<file path="src/rtl/bit3_hi_stage.sv">
//------------------------------------------------------------------------------
// Module   : bit3_hi_stage
// Purpose  : Upper WIDTH-bit stage cascaded from bit3, with sticky overflow FSM.
// Revision : 1.0 - initial release
//------------------------------------------------------------------------------
`default_nettype none

module bit3_hi_stage #(
  parameter int WIDTH   = 3,
  parameter bit WRAP_EN = 1'b1
) (
  input  logic             clk_i,
  input  logic             set_i,
  input  logic             count_i,
  input  logic             inc_i,
  input  logic             cin_i,
  input  logic [2:0]       q_lo_i,
  input  logic             clr_ovf_i,
  output logic [WIDTH-1:0] q_hi_o,
  output logic [WIDTH+2:0] q_all_o,
  output logic             cout_o,
  output logic             ovf_o,
  output logic             ovf_up_o,
  output logic             stall_o,
  output logic             busy_o
);

  localparam logic [1:0] S_IDLE = 2'd0;
  localparam logic [1:0] S_RUN  = 2'd1;
  localparam logic [1:0] S_OVF  = 2'd2;

  logic [1:0]       state_q, state_d;
  logic [WIDTH-1:0] q_hi_q, q_hi_d;
  logic             ovf_q, ovf_d;
  logic             ovf_up_q, ovf_up_d;

  logic             tc_hi;
  logic             stall;
  logic             step;
  logic             cout;

  assign tc_hi = inc_i ? (&q_hi_q) : ~(|q_hi_q);
  assign stall = (state_q == S_OVF) && (WRAP_EN == 1'b0);
  assign step  = count_i & cin_i & ~stall;
  assign cout  = step & tc_hi;

  always_comb begin
    q_hi_d = q_hi_q;
    if (step) begin
      if (inc_i) q_hi_d = q_hi_q + WIDTH'(1);
      else       q_hi_d = q_hi_q - WIDTH'(1);
    end
  end

  // A wrap seen from IDLE (e.g. counting down from zero) is still a wrap.
  always_comb begin
    state_d  = state_q;
    ovf_d    = ovf_q;
    ovf_up_d = ovf_up_q;
    case (state_q)
      S_IDLE: begin
        if (cout) begin
          state_d  = S_OVF;
          ovf_d    = 1'b1;
          ovf_up_d = inc_i;
        end else if (count_i) begin
          state_d = S_RUN;
        end
      end
      S_RUN: begin
        if (cout) begin
          state_d  = S_OVF;
          ovf_d    = 1'b1;
          ovf_up_d = inc_i;
        end
      end
      S_OVF: begin
        if (cout) begin
          // A fresh wrap colliding with a clear re-arms the direction.
          if (clr_ovf_i) ovf_up_d = inc_i;
        end else if (clr_ovf_i) begin
          ovf_d   = 1'b0;
          state_d = count_i ? S_RUN : S_IDLE;
        end
      end
      default: begin
        state_d = S_IDLE;
      end
    endcase
  end

  always_ff @(posedge clk_i) begin
    if (set_i) begin
      state_q  <= S_IDLE;
      q_hi_q   <= '0;
      ovf_q    <= 1'b0;
      ovf_up_q <= 1'b0;
    end else begin
      state_q  <= state_d;
      q_hi_q   <= q_hi_d;
      ovf_q    <= ovf_d;
      ovf_up_q <= ovf_up_d;
    end
  end

  assign q_hi_o   = q_hi_q;
  assign q_all_o  = {q_hi_q, q_lo_i};
  assign cout_o   = cout;
  assign ovf_o    = ovf_q;
  assign ovf_up_o = ovf_up_q;
  assign stall_o  = stall;
  assign busy_o   = (state_q == S_RUN) || (state_q == S_OVF);

endmodule

`default_nettype wire
</file>
<file path="config.mk">
export PLATFORM = sky130hd
export DESIGN_NAME = bit3_hi_stage
export DESIGN_NICKNAME = d
export VERILOG_FILES = /design/src/rtl/bit3_hi_stage.sv
export SDC_FILE = /design/constraint.sdc
export NUM_CORES = 1
export LEC_CHECK = 0
export CAP_MARGIN = 20
export CORE_MARGIN = 2
export CORE_UTILIZATION = 42
export DETAILED_ROUTE_END_ITERATION = 6
export GPL_ROUTABILITY_DRIVEN = 0
export GPL_TIMING_DRIVEN = 1
export PLACE_DENSITY = 0.79
export SETUP_SLACK_MARGIN = 0.02
export SYNTH_ARGS = -nofsm -noshare
export SYNTH_HDL_FRONTEND = slang
export SYNTH_SLANG_ARGS = --single-unit
</file>
<file path="constraint.sdc">
create_clock -name clk_i -period 1.57 [get_ports clk_i]
set_input_delay 0.2355 -clock clk_i [delete_from_list [all_inputs] [get_ports clk_i]]
set_output_delay 0.2355 -clock clk_i [all_outputs]
set_load 0.005 [all_outputs]
</file>
==> results.json, run 1 <==
{
  "place_area_um2": 821,
  "core_mm2": 0.00132,
  "synth_ff_type": "dfxtp_1",
  "hold_violations": 0,
  "area_growth_pct": 55.9,
  "drtIter0Drc": 13,
  "cp_data_arrival_time_ns": 1.73,
  "start_util_pct": 45.2,
  "timing.hold.ws_ns": 0.471,
  "syn_nets": 84,
  "drtPass1Iterations": 4,
  "required_ns": 1.76,
  "cp-end-kind": "flip-flop",
  "period_minus_slack_ns": 1.54,
  "die_h_um": 41.7,
  "holdBufCountCts": 0,
  "io_pins": 23,
  "critical_path_class": "flip-flop to flip-flop",
  "finalNetCount": 115,
  "use_met2_pct": 29.7,
  "cts_tree": "yes",
  "p_leak_nw": 0.421,
  "setup_ws_ns": 0.0255,
  "h-tree-depth": 1,
  "grt_use_met3_pct": 6.52,
  "syn_area_um2": 596,
  "min_period_over_period_pct": 98.4,
  "grt-ovfl-total": 0,
  "final_cell_mix": "buf_4, clkdlybuf4s50_1, inv_1, nand2_1, a211oi_2",
  "die_w_um": 41.7,
  "clock_latency_ns": 0.26,
  "placedCellCount": 107,
  "instances_no_fill": 115,
  "io_buffers": 15,
  "grt_pass1_vias": 604,
  "wl_per_cell_um": 13.3,
  "ys_ff_latch": 7,
  "synth.top_cell.area_share_pct": 23.5,
  "synth_edf_count": 0,
  "final_util_pct": 70.5,
  "cp_max_fo": 4,
  "async_flop_share_pct": 0,
  "wl_mm": 1.53,
  "ys_seq_area_share_pct": 23.5,
  "grt_max_degree": 9,
  "netlist_top_cells_area": "dfxtp_1, buf_4, ha_1",
  "rsz0062_at_grt": "true",
  "die-area_mm2": 0.00174,
  "numCtsBuffers": 3,
  "drive_gt1_share_pct": 46.0,
  "clock-root-buffer": "clkbuf_4",
  "finalMaxSlewViolations": 0,
  "vias": 626,
  "synthDistinctLibCells": 36,
  "fin_area_um2": 928,
  "yosys.area.top_type": "dfxtp_1",
  "antenna_found_initial": 0,
  "clk_pin_slew_ns": 0.06,
  "netlist_instances": 70,
  "fillers": 100,
  "grt_pass1_wl_mm": 2.41,
  "max_clock_freq_mhz": 647,
  "hold_path_class": "primary input to primary output",
  "row_count": 13,
  "track_usage_pct": 18.1,
  "mostFrequentLayoutCell": "buf_4",
  "powerDensity_mw_per_mm2": 1150,
  "gr-usage-met1_pct": 21.4,
  "cts.sinks": 7,
  "hpwl_mm": 1.09,
  "via_per_inst": 5.44,
  "finalClockSkew_ns": 0.00330,
  "cap_violations": 0,
  "dp_slack_ns": -0.468,
  "n_antenna_cell": 0,
  "drc_errors": 0,
  "busiest_layer": "met2",
  "peakVddDrop_v": 0.000735,
  "setup_viol": 0,
  "status": "finished, final reports clean",
  "cts_buffer_depth": 2,
  "start_kind": "flip-flop",
  "syn_area_per_cell_um2": 8.51,
  "postRouteAntennaNets": 0,
  "ys_warn_count": 0
}
logic make-up (layout without fill, tap and decap cells):
kind of cell	count (synthesis)	in the layout	synth area share, %
compound gates	19	19	24.6
simple gates	19	19	19.3
buf+inv	15	45	13.9
flops	7	7	23.5
fa+ha+maj	5	5	11.8
xor+xnor	2	2	2.94
mux	2	2	3.36
other cells	1	1	0.630
layer usage:
metal | share of wire (%) | vias to the layer above | routed length (µm)
li1 | - | 305 | -
met1 | 43 | 296 | 649
met2 | 50 | 21 | 762
met3 | 6.2 | 4 | 95
met4 | 1.3 | 0 | 20
met5 | 0 | - | 0
cell usage after synthesis (2+ instances only):
cell / number
buf_4: 7
dfxtp_1: 7
inv_1: 7
nand2_1: 5
ha_1: 4
a211oi_1: 3
a21oi_1: 3
nor2_1: 3
mux2i_1: 2
nand3_1: 2
nor2b_1: 2
path summary, 6_finish.rpt:
path / start / endpoint / slack [ns] / cells after the start
max: q_hi_o[1] / q_hi_o[2] / 0.03 / 5
min: q_lo_i[0] / q_all_o[0] / 0.47 / 0
max reg2reg: q_hi_o[1] / q_hi_o[2] / 0.03 / 5
min reg2reg: ovf_o / ovf_o / 0.49 / 2
stage by stage:
step	setup TNS (ns)	power (mW)
floorplan	0	0.604
global placement	-2.17	0.818
detailed placement	-2.27	0.836
CTS	0	1.02
global route	-0.0294	1.15
finish	0	1.07
area by class of cell:
cell class | instances | area, µm² | share of cell area, %
Multi-Input combinational cell | 48 | 419 | 45.1
Sequential cell | 7 | 151 | 16.3
Tap cell | 15 | 18.8 | 2.02
Inverter | 7 | 26.3 | 2.83
Timing Repair Buffer | 34 | 285 | 30.7
Clock inverter | 1 | 5.00 | 0.539
Clock buffer | 3 | 22.5 | 2.43
power by group:
part           internal, mW  total (mW)  switching [mW]  leakage [nW]
clock network        0.0935       0.169          0.0751        0.0177
logic                 0.341       0.640           0.299         0.343
registers             0.231       0.263          0.0323        0.0601
total                 0.666        1.07           0.406         0.421
state kept, by name (all words and copies together) (netlist names):
name	flops
ovf_up_o	1
ovf_o	1
q_hi_o	3
state_q	2
critical path, stage by stage, from the launching register on:
cell and delay, ns:
dfxtp_4 0.35, buf_6 0.12, fa_2 0.37, xor2_2 0.16, or3_4 0.37, a21oi_2 0.11
repair_timing:
item	4_1_cts	5_1_grt
setup endpoints to repair	8	5
resized for setup	13	15
endpoints found under the hold margin	0	0
setup buffers	2	2
pin swaps	2	7
Note: power is estimated with default switching activity, not from simulation.
==> run 2: changes to the inputs <==
ABC_AREA = 0   (was unset)
==> results of run 2 <==
No change in the layout: final DEF, timing and power equal those of run 1.
==> run 3: changes to the inputs <==
ABC_AREA = 1   (was 0)
CAP_MARGIN = unset   (was 20)
CORE_UTILIZATION = 41   (was 42)
PLACE_DENSITY = 0.78   (was 0.79)
clock period = 1.75 ns   (was 1.57 ns; I/O delays follow)
==> results.json, run 3 <==
{
  "largest_reg_flops": 3,
  "numCtsBuffers": 3,
  "io_pins": 23,
  "die_h_um": 41.8,
  "async_flop_share_pct": 0,
  "min_period_over_period_pct": 95.8,
  "peakVddDrop_v": 0.000638,
  "path_cells": "nor2_1 -> nand2_1 -> nand2_2 -> nand2_4 -> inv_1 -> clkdlybuf4s50_1",
  "ys_warn_count": 0,
  "wl_mm": 1.25,
  "critPathLaunch": "q_hi_o[0]",
  "postRouteAntennaNets": 0,
  "via_per_inst": 4.68,
  "finalNetCount": 121,
  "gr-usage-met1_pct": 18.9,
  "worst-path-buf-inv": 2,
  "status": "finished, final reports clean",
  "synthDistinctLibCells": 22,
  "synth_most_common_cell": "nand2_1",
  "synth_ff_type": "dfxtp_1",
  "timing.hold.ws_ns": 0.441,
  "cp_data_arrival_time_ns": 1.41,
  "worst_path_largest_cell_delay_ns": 0.49,
  "use_met2_pct": 22.2,
  "wl_per_cell_um": 10.4,
  "required_ns": 1.49,
  "reg2reg_depth": 6,
  "ys_ff_latch": 7,
  "cts_tree": "yes",
  "syn_nets": 100,
  "p_leak_nw": 0.399,
  "r2r-start": "q_hi_o[0]",
  "n_antenna_cell": 0,
  "cap_violations": 0,
  "mostFrequentLayoutCell": "nand2_1",
  "syn_area_per_cell_um2": 6.81,
  "hpwl_um": 984,
  "die_w_um": 41.8,
  "clock_latency_ns": 0.25,
  "critical_path_class": "flip-flop to primary output",
  "ys_seq_area_share_pct": 23.9,
  "netlist_instances": 86,
  "clock-root-buffer": "clkbuf_4",
  "drc_errors": 0,
  "final_util_pct": 60.1,
  "synth.top_cell.area_share_pct": 23.9,
  "cts_buffer_depth": 2,
  "io_buffers": 15,
  "antenna_found_initial": 0,
  "cpLargestDelayFamily": "buffers and inverters",
  "cp.depth": 6,
  "finalClockSkew_ns": 0.00470,
  "hold_path_class": "primary input to flip-flop",
  "grt_pass1_vias": 484,
  "start_kind": "flip-flop",
  "hold_violations": 0,
  "start_util_pct": 44.4,
  "grt_pass1_wl_mm": 1.97,
  "cp-end-kind": "primary output",
  "grt-ovfl-total": 0,
  "max_clock_freq_mhz": 596,
  "drtIter0Drc": 15,
  "endpoint": "cout_o",
  "r2r-end": "q_hi_o[2]",
  "die-area_mm2": 0.00175,
  "rsz0062_at_grt": "true",
  "drive_gt1_share_pct": 24.5,
  "clk_pin_slew_ns": 0.06,
  "track_usage_pct": 14.9,
  "area_growth_pct": 35.3,
  "fillers": 122,
  "grt_max_degree": 8,
  "crit_path_top_delay_cell": "clkdlybuf4s50_1",
  "busiest_layer": "met2",
  "h-tree-depth": 1,
  "grt_use_met3_pct": 0,
  "vias": 566,
  "netlist_top_cells_area": "dfxtp_1, nand2_1, buf_4",
  "cts.sinks": 7,
  "finalMaxSlewViolations": 0,
  "core_mm2": 0.00132,
  "powerDensity_mw_per_mm2": 1130,
  "drtPass1Iterations": 4,
  "cp_max_fo": 3,
  "row_count": 13,
  "final_cell_mix": "nand2_1, clkdlybuf4s50_1, inv_1",
  "reg2reg_slack_ns": 0.28,
  "yosys.area.top_type": "dfxtp_1",
  "setup_viol": 0,
  "synth_common_cells": "nand2_1, inv_1, buf_4, dfxtp_1, nor2_1",
  "holdBufCountCts": 0,
  "period_minus_slack_ns": 1.68,
  "synth_edf_count": 0,
  "syn_area_um2": 586
}
[run 3: cell types whose count changed after synthesis, moves of 3 or more]
cell      change
nand2_1      +17
inv_1         +5
nor2_1        +4
a211oi_1      -3
[run 3: cell type report]
type                            instances  area (µm²)  area share (%)
Tap cell                               15        18.8            2.37
Sequential cell                         7         145            18.3
Multi-Input combinational cell         60         350            44.2
Inverter                               12        45.0            5.69
Clock buffer                            4        26.3            3.32
Timing Repair Buffer                   23         206            26.1
[run 3: cell families (layout without fill, tap and decap cells)]
family,count (synthesis),count (layout),share of synthesized area [%]
xor gates and xnor gates,1,1,1.50
other,1,1,0.640
DFF,7,7,23.9
and+or+nand+nor,40,40,31.0
AOI/OAI and AO/OA,13,13,14.3
adders and majority gates,5,5,12.0
buffers and inverters,19,39,16.7
[run 3: worst min-delay path by stage]
| stage | from | to | slack [ns] | cells after the start |
|---|---|---|---|---|
| after CTS | cin_i | q_hi_o[1] | 0.43 | 3 |
| after global placement | ovf_o | ovf_o | 0.45 | 2 |
| after global routing | cin_i | q_hi_o[1] | 0.46 | 3 |
| after floorplan | set_i | state_q[0] | 0.33 | 1 |
| after detailed placement | ovf_o | ovf_o | 0.46 | 2 |
| final | cin_i | q_hi_o[1] | 0.44 | 3 |
[run 3: what timing repair did]
action,CTS,global route
setup buffers,0,1
gates cloned,0,0
resized for setup,7,3
hold endpoints to repair,0,0
endpoints found under the setup margin,2,2
[run 3: power by group]
group,leakage [nW],switching (mW),internal [mW],total (mW)
combinational,0.325,0.269,0.241,0.510
clock,0.0150,0.0624,0.0872,0.150
sequential,0.0593,0.0299,0.202,0.232
[run 3: through the flow]
stage	area, µm²	setup TNS, ns	setup WS (ns)	power, mW	std cells
after floorplan	586	0	0.413	0.561	86
after global placement	754	-0.283	-0.144	0.708	116
after detailed placement	754	-0.331	-0.184	0.723	116
after CTS	781	0	0.0310	0.880	120
after global routing	792	0	0.0106	0.963	121
final	792	0	0.0733	0.892	121
[run 3: worst register-to-register path: stages, from the launching register on]
cell,delay [ns]
dfxtp_1,0.33
buf_4,0.16
fa_1,0.40
a21oi_1,0.14
o21ai_0,0.11
o21ai_0,0.16
a21oi_1,0.06
[run 3: routing by layer]
| metal | share of wire (%) | routed length (µm) |
|---|---|---|
| met1 | 44 | 554 |
| met3 | 6.0 | 75 |
| met2 | 48 | 600 |
| met4 | 1.8 | 23 |
| met5 | 0 | 0 |
